--- config.mk ---
export PLATFORM = sky130hd
export DESIGN_NAME = syn_md_sequencer
export DESIGN_NICKNAME = d
export VERILOG_FILES = /design/src/rtl/syn_md_sequencer.sv
export SDC_FILE = /design/constraint.sdc
export NUM_CORES = 1
export LEC_CHECK = 0
export CORE_MARGIN = 3
export CORE_UTILIZATION = 61
export DETAILED_ROUTE_END_ITERATION = 6
export GPL_ROUTABILITY_DRIVEN = 0
export PLACE_DENSITY = 0.89
export SYNTH_ARGS = -nofsm -noshare
export SYNTH_HDL_FRONTEND = slang
export SYNTH_SLANG_ARGS = --single-unit
export TNS_END_PERCENT = 50
--- constraint.sdc ---
create_clock -name clk -period 7.6 [get_ports clk]
set_clock_uncertainty 0.15 [all_clocks]
set_input_delay 1.9 -clock clk [delete_from_list [all_inputs] [get_ports clk]]
set_output_delay 1.9 -clock clk [all_outputs]
set_load 0.01 [all_outputs]
--- src/rtl/syn_md_sequencer.sv ---
`default_nettype none
// ============================================================================
// Module      : syn_md_sequencer
// Description : Break-before-make controller for the sync-mode combiner
//               select lines (soft_d, rt_sw, sw1, sw2). Mode changes arrive
//               over a valid/ready handshake; all selects drop for a dead
//               time, the new pattern is applied, then held for a minimum
//               time before the next request is accepted.
// Revision    : 1.0 - initial release
// ============================================================================
module syn_md_sequencer #(
    parameter int DEAD_CYCLES = 16,
    parameter int HOLD_CYCLES = 100,
    parameter int CNT_W       = 16
) (
    input  logic       clk,
    input  logic       rst,
    input  logic       req_valid,
    input  logic [1:0] req_mode,
    output logic       req_ready,
    input  logic       abort,
    input  logic       soft_in,
    output logic       soft_d,
    output logic       rt_sw,
    output logic       sw1,
    output logic       sw2,
    output logic [1:0] cur_mode,
    output logic       busy
);

    typedef enum logic [1:0] {
        ST_IDLE  = 2'd0,
        ST_BREAK = 2'd1,
        ST_HOLD  = 2'd2
    } state_t;

    localparam logic [1:0] MODE_OFF  = 2'd0;
    localparam logic [1:0] MODE_SOFT = 2'd1;

    localparam logic [CNT_W-1:0] DEAD_LOAD = CNT_W'(DEAD_CYCLES - 1);
    localparam logic [CNT_W-1:0] HOLD_LOAD = CNT_W'(HOLD_CYCLES - 1);

    // Select pattern {rt_sw, sw1, sw2} for each mode
    function automatic logic [2:0] mode_pattern(input logic [1:0] m);
        case (m)
            2'd1:    mode_pattern = 3'b001;
            2'd2:    mode_pattern = 3'b110;
            2'd3:    mode_pattern = 3'b011;
            default: mode_pattern = 3'b000;
        endcase
    endfunction

    state_t           state, state_nxt;
    logic [CNT_W-1:0] cnt, cnt_nxt;
    logic [1:0]       tgt_mode, tgt_mode_nxt;
    logic [1:0]       cur_mode_nxt;
    logic [2:0]       sel, sel_nxt;
    logic             soft_d_nxt;
    logic             busy_nxt;
    logic             req_ready_nxt;

    assign rt_sw = sel[2];
    assign sw1   = sel[1];
    assign sw2   = sel[0];

    // State register and registered outputs
    always_ff @(posedge clk or posedge rst) begin
        if (rst) begin
            state     <= ST_IDLE;
            cnt       <= '0;
            tgt_mode  <= MODE_OFF;
            cur_mode  <= MODE_OFF;
            sel       <= 3'b000;
            soft_d    <= 1'b0;
            busy      <= 1'b0;
            req_ready <= 1'b1;
        end else begin
            state     <= state_nxt;
            cnt       <= cnt_nxt;
            tgt_mode  <= tgt_mode_nxt;
            cur_mode  <= cur_mode_nxt;
            sel       <= sel_nxt;
            soft_d    <= soft_d_nxt;
            busy      <= busy_nxt;
            req_ready <= req_ready_nxt;
        end
    end

    // Next-state and next-output logic; abort overrides everything
    always_comb begin
        state_nxt     = state;
        cnt_nxt       = cnt;
        tgt_mode_nxt  = tgt_mode;
        cur_mode_nxt  = cur_mode;
        sel_nxt       = sel;
        busy_nxt      = busy;
        req_ready_nxt = req_ready;

        if (abort) begin
            state_nxt     = ST_IDLE;
            cnt_nxt       = '0;
            cur_mode_nxt  = MODE_OFF;
            sel_nxt       = 3'b000;
            busy_nxt      = 1'b0;
            req_ready_nxt = 1'b1;
        end else begin
            case (state)
                ST_IDLE: begin
                    // A request for the mode already applied is simply consumed
                    if (req_valid && req_ready && (req_mode != cur_mode)) begin
                        tgt_mode_nxt  = req_mode;
                        state_nxt     = ST_BREAK;
                        cnt_nxt       = DEAD_LOAD;
                        sel_nxt       = 3'b000;
                        busy_nxt      = 1'b1;
                        req_ready_nxt = 1'b0;
                    end
                end
                ST_BREAK: begin
                    if (cnt == '0) begin
                        sel_nxt      = mode_pattern(tgt_mode);
                        cur_mode_nxt = tgt_mode;
                        cnt_nxt      = HOLD_LOAD;
                        state_nxt    = ST_HOLD;
                    end else begin
                        cnt_nxt = cnt - CNT_W'(1);
                    end
                end
                ST_HOLD: begin
                    if (cnt == '0) begin
                        state_nxt     = ST_IDLE;
                        busy_nxt      = 1'b0;
                        req_ready_nxt = 1'b1;
                    end else begin
                        cnt_nxt = cnt - CNT_W'(1);
                    end
                end
                default: begin
                    state_nxt     = ST_IDLE;
                    cnt_nxt       = '0;
                    cur_mode_nxt  = MODE_OFF;
                    sel_nxt       = 3'b000;
                    busy_nxt      = 1'b0;
                    req_ready_nxt = 1'b1;
                end
            endcase
        end

        // soft_d only carries soft_in while SOFT is actually applied, never in BREAK
        soft_d_nxt = (state_nxt != ST_BREAK) && (cur_mode_nxt == MODE_SOFT) && soft_in;
    end

endmodule
`default_nettype wire

==> report_table.html <==
<table>
<tr><th>Metric</th><th>Value</th></tr>
<tr><th colspan="2">Place</th></tr>
<tr><td>Buffers added on ports</td><td>14</td></tr>
<tr><td>Pre-CTS setup slack</td><td>3.227 ns</td></tr>
<tr><td>HPWL after detailed placement</td><td>2724 um</td></tr>
<tr><th colspan="2">Detailed routing</th></tr>
<tr><td>Routed vias</td><td>1488</td></tr>
<tr><td>Routed wire length</td><td>3781 um</td></tr>
<tr><td>First-pass detailed-route iteration total</td><td>5</td></tr>
<tr><td>Average wire per cell in the routed design</td><td>17.34 um</td></tr>
<tr><td>Residual antenna-violating net count after detailed routing</td><td>0</td></tr>
<tr><td>Count of routing violations after the opening detailed-route iteration</td><td>100</td></tr>
<tr><td>Residual DRC count</td><td>0</td></tr>
<tr><td>Number of vias per cell after detailed routing</td><td>6.826</td></tr>
<tr><th colspan="2">Worst setup path</th></tr>
<tr><td>WS Path Type</td><td>primary input to flop</td></tr>
<tr><td>Data required time of the critical path</td><td>7.71 ns</td></tr>
<tr><td>Kind of end point of the critical path</td><td>flop</td></tr>
<tr><td>Kind of cell adding the most delay to the critical path</td><td>compound AO/OA/AOI/OAI gates</td></tr>
<tr><td>Largest stage delay on the critical path</td><td>0.64 ns</td></tr>
<tr><td>Arrival time at the worst endpoint</td><td>4.20 ns</td></tr>
<tr><td>Number of buffer and inverter instances along the worst setup path</td><td>2</td></tr>
<tr><td>Worst setup SP type</td><td>primary input</td></tr>
<tr><td>Biggest fanout along the worst timing path</td><td>21</td></tr>
<tr><td>Cells along the critical path</td><td>clkdlybuf4s50_1 &gt; xnor2_1 &gt; a211oi_1 &gt; a2111oi_2 &gt; buf_4 &gt; or4b_2 &gt; a21oi_1</td></tr>
<tr><td>Slowest CP cell</td><td>sky130_fd_sc_hd__or4b_2</td></tr>
<tr><th colspan="2">Clock tree</th></tr>
<tr><td>Clock root cell</td><td>sky130_fd_sc_hd__clkbuf_4</td></tr>
<tr><td>Number of H-tree levels</td><td>1</td></tr>
<tr><td>Count of cells resized by post-cts repair</td><td>0</td></tr>
<tr><td>Clock tree from TritonCTS</td><td>yes</td></tr>
<tr><td>Clock Sinks</td><td>28</td></tr>
<tr><td>Clock latency reported for the late side of the worst-skew pair</td><td>0.33 ns</td></tr>
<tr><td>Total CTS buffers</td><td>3</td></tr>
<tr><td>Worst-path clk slew</td><td>0.14 ns</td></tr>
<tr><td>Cts-stage hold buffer count</td><td>0</td></tr>
<tr><td>Worst-case clock buffer depth</td><td>2</td></tr>
<tr><td>Post-CTS setup buffers</td><td>0</td></tr>
<tr><th colspan="2">Power</th></tr>
<tr><td>Clock power share</td><td>7.2%</td></tr>
<tr><td>Sw Ratio</td><td>48.23%</td></tr>
<tr><td>Max VDD drop</td><td>0.2880 mV</td></tr>
<tr><td>Fraction of power consumed by sequential logic</td><td>33.9%</td></tr>
<tr><td>Internal Pwr Total</td><td>0.4498 mW</td></tr>
<tr><td>Switching power total</td><td>0.4189 mW</td></tr>
<tr><td>Cell leakage power</td><td>0.7409 nW</td></tr>
<tr><td>Combinational group share of total power</td><td>58.9%</td></tr>
<tr><td>Total power density per cell area</td><td>475.9 nW/um^2</td></tr>
<tr><th colspan="2">STA</th></tr>
<tr><td>Final WS setup</td><td>3.516 ns</td></tr>
<tr><td>Rel. slew slack</td><td>23.95%</td></tr>
<tr><td>Unrepaired setup endpoints after global routing</td><td>false</td></tr>
<tr><td>Count of final setup violators</td><td>0</td></tr>
<tr><td>Setup tns final</td><td>0 ns</td></tr>
<tr><td>Max Freq</td><td>0.2449 GHz</td></tr>
<tr><td>Final critical path time including I/O delays and setup</td><td>4.084 ns</td></tr>
<tr><td>Max Transition Viols Final</td><td>0</td></tr>
<tr><td>Share of the cycle needed by the critical path after routing</td><td>53.73%</td></tr>
<tr><td>Transition time at the pin with the least slew margin</td><td>1.137 ns</td></tr>
<tr><td>Number of endpoints with negative hold slack in the final report</td><td>0</td></tr>
<tr><th colspan="2">Floorplanning</th></tr>
<tr><td>Die extent in x</td><td>58.17 um</td></tr>
<tr><td>Row count</td><td>18</td></tr>
<tr><td>Number of top-level pins</td><td>15</td></tr>
<tr><td>Total Die Area</td><td>3384 sq um</td></tr>
<tr><td>Effective utilization at floorplan</td><td>65.82%</td></tr>
<tr><td>Core Area</td><td>2522 sq um</td></tr>
<tr><td>Overall die height</td><td>58.17 um</td></tr>
<tr><th colspan="2">Synthesis</th></tr>
<tr><td>Number of synthesized flops with an enable pin</td><td>0</td></tr>
<tr><td>Async S/R FF share, synth</td><td>100.0%</td></tr>
<tr><td>Count of unique library cells instantiated by Yosys</td><td>47</td></tr>
<tr><td>Commonest register cell after synthesis</td><td>sky130_fd_sc_hd__dfrtp_1</td></tr>
<tr><td>Synth Net Count</td><td>191</td></tr>
<tr><td>Post-synthesis instance area</td><td>1660 sq um</td></tr>
<tr><td>Share of synthesized area occupied by flip-flops and latches</td><td>42.28%</td></tr>
<tr><td>Post-Synthesis Mean Instance Area</td><td>9.123 sq um</td></tr>
<tr><td>Synthesis warning total</td><td>0</td></tr>
<tr><td>Number of instances in the synthesized netlist</td><td>182</td></tr>
<tr><td>Synthesis-stage register bit count</td><td>28</td></tr>
<tr><th colspan="2">GRT</th></tr>
<tr><td>Antenna violations before repair</td><td>0</td></tr>
<tr><td>Total gr overflow</td><td>0</td></tr>
<tr><td>Overall global routing resource usage</td><td>24.44%</td></tr>
<tr><td>Vias in the first global route</td><td>1423</td></tr>
<tr><td>Largest net degree at the start of global routing</td><td>29</td></tr>
<tr><td>First-pass GRT wire length</td><td>6341 um</td></tr>
<tr><th colspan="2">Layout</th></tr>
<tr><td>Final-stage net count</td><td>198</td></tr>
<tr><td>Ratio of cells with drive above 1 in the final layout</td><td>7.979%</td></tr>
<tr><td>Number of diodes</td><td>0</td></tr>
<tr><td>FF/Latch Area</td><td>701.9 sq um</td></tr>
<tr><td>Multi-input combinational cell area</td><td>897.1 sq um</td></tr>
<tr><td>Core occupancy in the finished layout</td><td>72.37%</td></tr>
<tr><td>Area growth syn-to-layout</td><td>9.947%</td></tr>
<tr><td>Number of filler cells placed in the layout</td><td>188</td></tr>
<tr><th colspan="2">Status</th></tr>
<tr><td>Result of the run</td><td>completed</td></tr>
<tr><th colspan="2">Run</th></tr>
<tr><td>Max-capacitance violation count</td><td>0</td></tr>
<tr><th colspan="2">Worst hold path</th></tr>
<tr><td>Path type of the worst min-delay path</td><td>flop to flop</td></tr>
</table>
metrics by stage:
stage               hold slack, ns  power, mW  cell area [sq um]  cells
floorplan                   0.3166     0.6714               1660    182
global placement            0.3068     0.7673               1799    214
detailed placement          0.3352     0.8001               1799    214
CTS                         0.3619     0.8638               1826    218
global route                0.4029     0.9420               1826    218
finish                      0.3617     0.8687               1826    218
path summary, 6_finish.rpt:
path	start	end	slack (ns)	cells after the start
max	req_mode[0]	cnt[14]	3.52	7
min	sel[1]	sel[1]	0.36	2
max reg2reg	cnt[0]	cnt[8]	4.81	7
min reg2reg	sel[1]	sel[1]	0.36	2
max in group asynchronous	rst	cur_mode[0]	4.75	2
min in group asynchronous	rst	soft_d	1.95	2
worst reg2reg max path: cells and delay by family (launching register included):
kind	cells	cell delay [ns]
AND/OR/NAND/NOR	5	1.82
buffers and inverters	1	0.10
flip-flops	1	0.45
adder cells (fa/ha/maj)	1	0.22
cell usage in the layout (no fill, tap or decap), types with 2 or more instances in the layout:
master and count:
sky130_fd_sc_hd__dfrtp_1 27, sky130_fd_sc_hd__nand3b_1 2, sky130_fd_sc_hd__o32a_1 2, sky130_fd_sc_hd__o31ai_1 6
sky130_fd_sc_hd__nand2_1 17, sky130_fd_sc_hd__nor2_1 9, sky130_fd_sc_hd__o211ai_1 4, sky130_fd_sc_hd__nand3_1 2
sky130_fd_sc_hd__clkbuf_4 3, sky130_fd_sc_hd__nand2b_1 3, sky130_fd_sc_hd__nor3_1 9, sky130_fd_sc_hd__o22ai_1 2
sky130_fd_sc_hd__nor4_1 3, sky130_fd_sc_hd__clkdlybuf4s50_1 14, sky130_fd_sc_hd__mux2_2 2, sky130_fd_sc_hd__a21oi_1 14
sky130_fd_sc_hd__a211oi_1 2, sky130_fd_sc_hd__or4_1 10, sky130_fd_sc_hd__or3_1 7, sky130_fd_sc_hd__inv_1 4
sky130_fd_sc_hd__or4b_2 2, sky130_fd_sc_hd__nor4b_1 2, sky130_fd_sc_hd__ha_1 2, sky130_fd_sc_hd__nor3b_1 2
sky130_fd_sc_hd__mux2i_1 3, sky130_fd_sc_hd__and2_1 2, sky130_fd_sc_hd__o21ai_0 11, sky130_fd_sc_hd__xnor2_1 2
cells in the mapped netlist, types with 2 or more instances:
| cell type | count | share of area, % |
|---|---|---|
| sky130_fd_sc_hd__nor2_1 | 9 | 2.0 |
| sky130_fd_sc_hd__mux2i_1 | 3 | 1.8 |
| sky130_fd_sc_hd__clkbuf_1 | 10 | 2.3 |
| sky130_fd_sc_hd__mux2_2 | 2 | 1.4 |
| sky130_fd_sc_hd__nand2b_1 | 3 | 1.1 |
| sky130_fd_sc_hd__o32a_1 | 2 | 1.2 |
| sky130_fd_sc_hd__inv_1 | 4 | 0.90 |
| sky130_fd_sc_hd__or3_1 | 7 | 2.6 |
| sky130_fd_sc_hd__dfrtp_1 | 27 | 41 |
| sky130_fd_sc_hd__o211ai_1 | 4 | 1.8 |
| sky130_fd_sc_hd__buf_2 | 2 | 0.60 |
| sky130_fd_sc_hd__a211oi_1 | 2 | 0.90 |
| sky130_fd_sc_hd__o21ai_0 | 11 | 3.3 |
| sky130_fd_sc_hd__and2_1 | 2 | 0.75 |
| sky130_fd_sc_hd__ha_1 | 2 | 1.5 |
| sky130_fd_sc_hd__nand2_1 | 17 | 3.8 |
| sky130_fd_sc_hd__nand3_1 | 2 | 0.60 |
| sky130_fd_sc_hd__or4_1 | 10 | 4.5 |
| sky130_fd_sc_hd__o31ai_1 | 6 | 2.7 |
| sky130_fd_sc_hd__nor4_1 | 3 | 1.1 |
| sky130_fd_sc_hd__a21oi_1 | 14 | 4.2 |
| sky130_fd_sc_hd__o22ai_1 | 2 | 0.75 |
| sky130_fd_sc_hd__nor4b_1 | 2 | 1.1 |
| sky130_fd_sc_hd__nor3_1 | 9 | 2.7 |
| sky130_fd_sc_hd__nor3b_1 | 2 | 0.90 |
| sky130_fd_sc_hd__nand3b_1 | 2 | 0.90 |
| sky130_fd_sc_hd__xnor2_1 | 2 | 1.1 |
| sky130_fd_sc_hd__or4b_2 | 2 | 1.2 |
metal layers:
layer  vias to the layer above  share of wire [%]  track usage, %
met5                         -                  0               0
met2                        57                 52           42.74
li1                        711                  -               -
met3                        13                5.7           4.232
met1                       707                 40           29.63
met4                         0                2.4           9.934
cell type report:
class,count,share of cell area (%)
clock buffer,4,1.439
multi-input combinational,137,49.14
timing repair buffer,15,8.088
sequential,28,38.45
inverter,4,0.8225
tap,30,2.056
flip-flops by register name, summed over array words and instances, names as in the netlist:
register	flops
state	2
soft_d	1
tgt_mode	2
cnt	16
busy	1
cur_mode	2
sel	3
req_ready	1
kinds of logic (layout without fill, tap and decap cells):
logic type,after synthesis,after routing,synth area share [%]
simple gates,79,79,28.64
compound gates,49,49,19.29
xor+xnor,2,2,1.055
mux,5,5,3.165
flops,28,28,42.28
fa+ha+maj,2,2,1.507
buf+inv,17,23,4.069
power groups by stage:
stage | clock network, mW | registers (mW) | logic (mW)
6_report | 0.0627 | 0.294 | 0.512
3_5_place_dp | 0 | 0.295 | 0.505
2_1_floorplan | 0 | 0.266 | 0.406
4_1_cts | 0.0637 | 0.291 | 0.509
5_1_grt | 0.0684 | 0.305 | 0.569
3_3_place_gp | 0 | 0.288 | 0.480
Note: power is estimated with default switching activity, not from simulation.
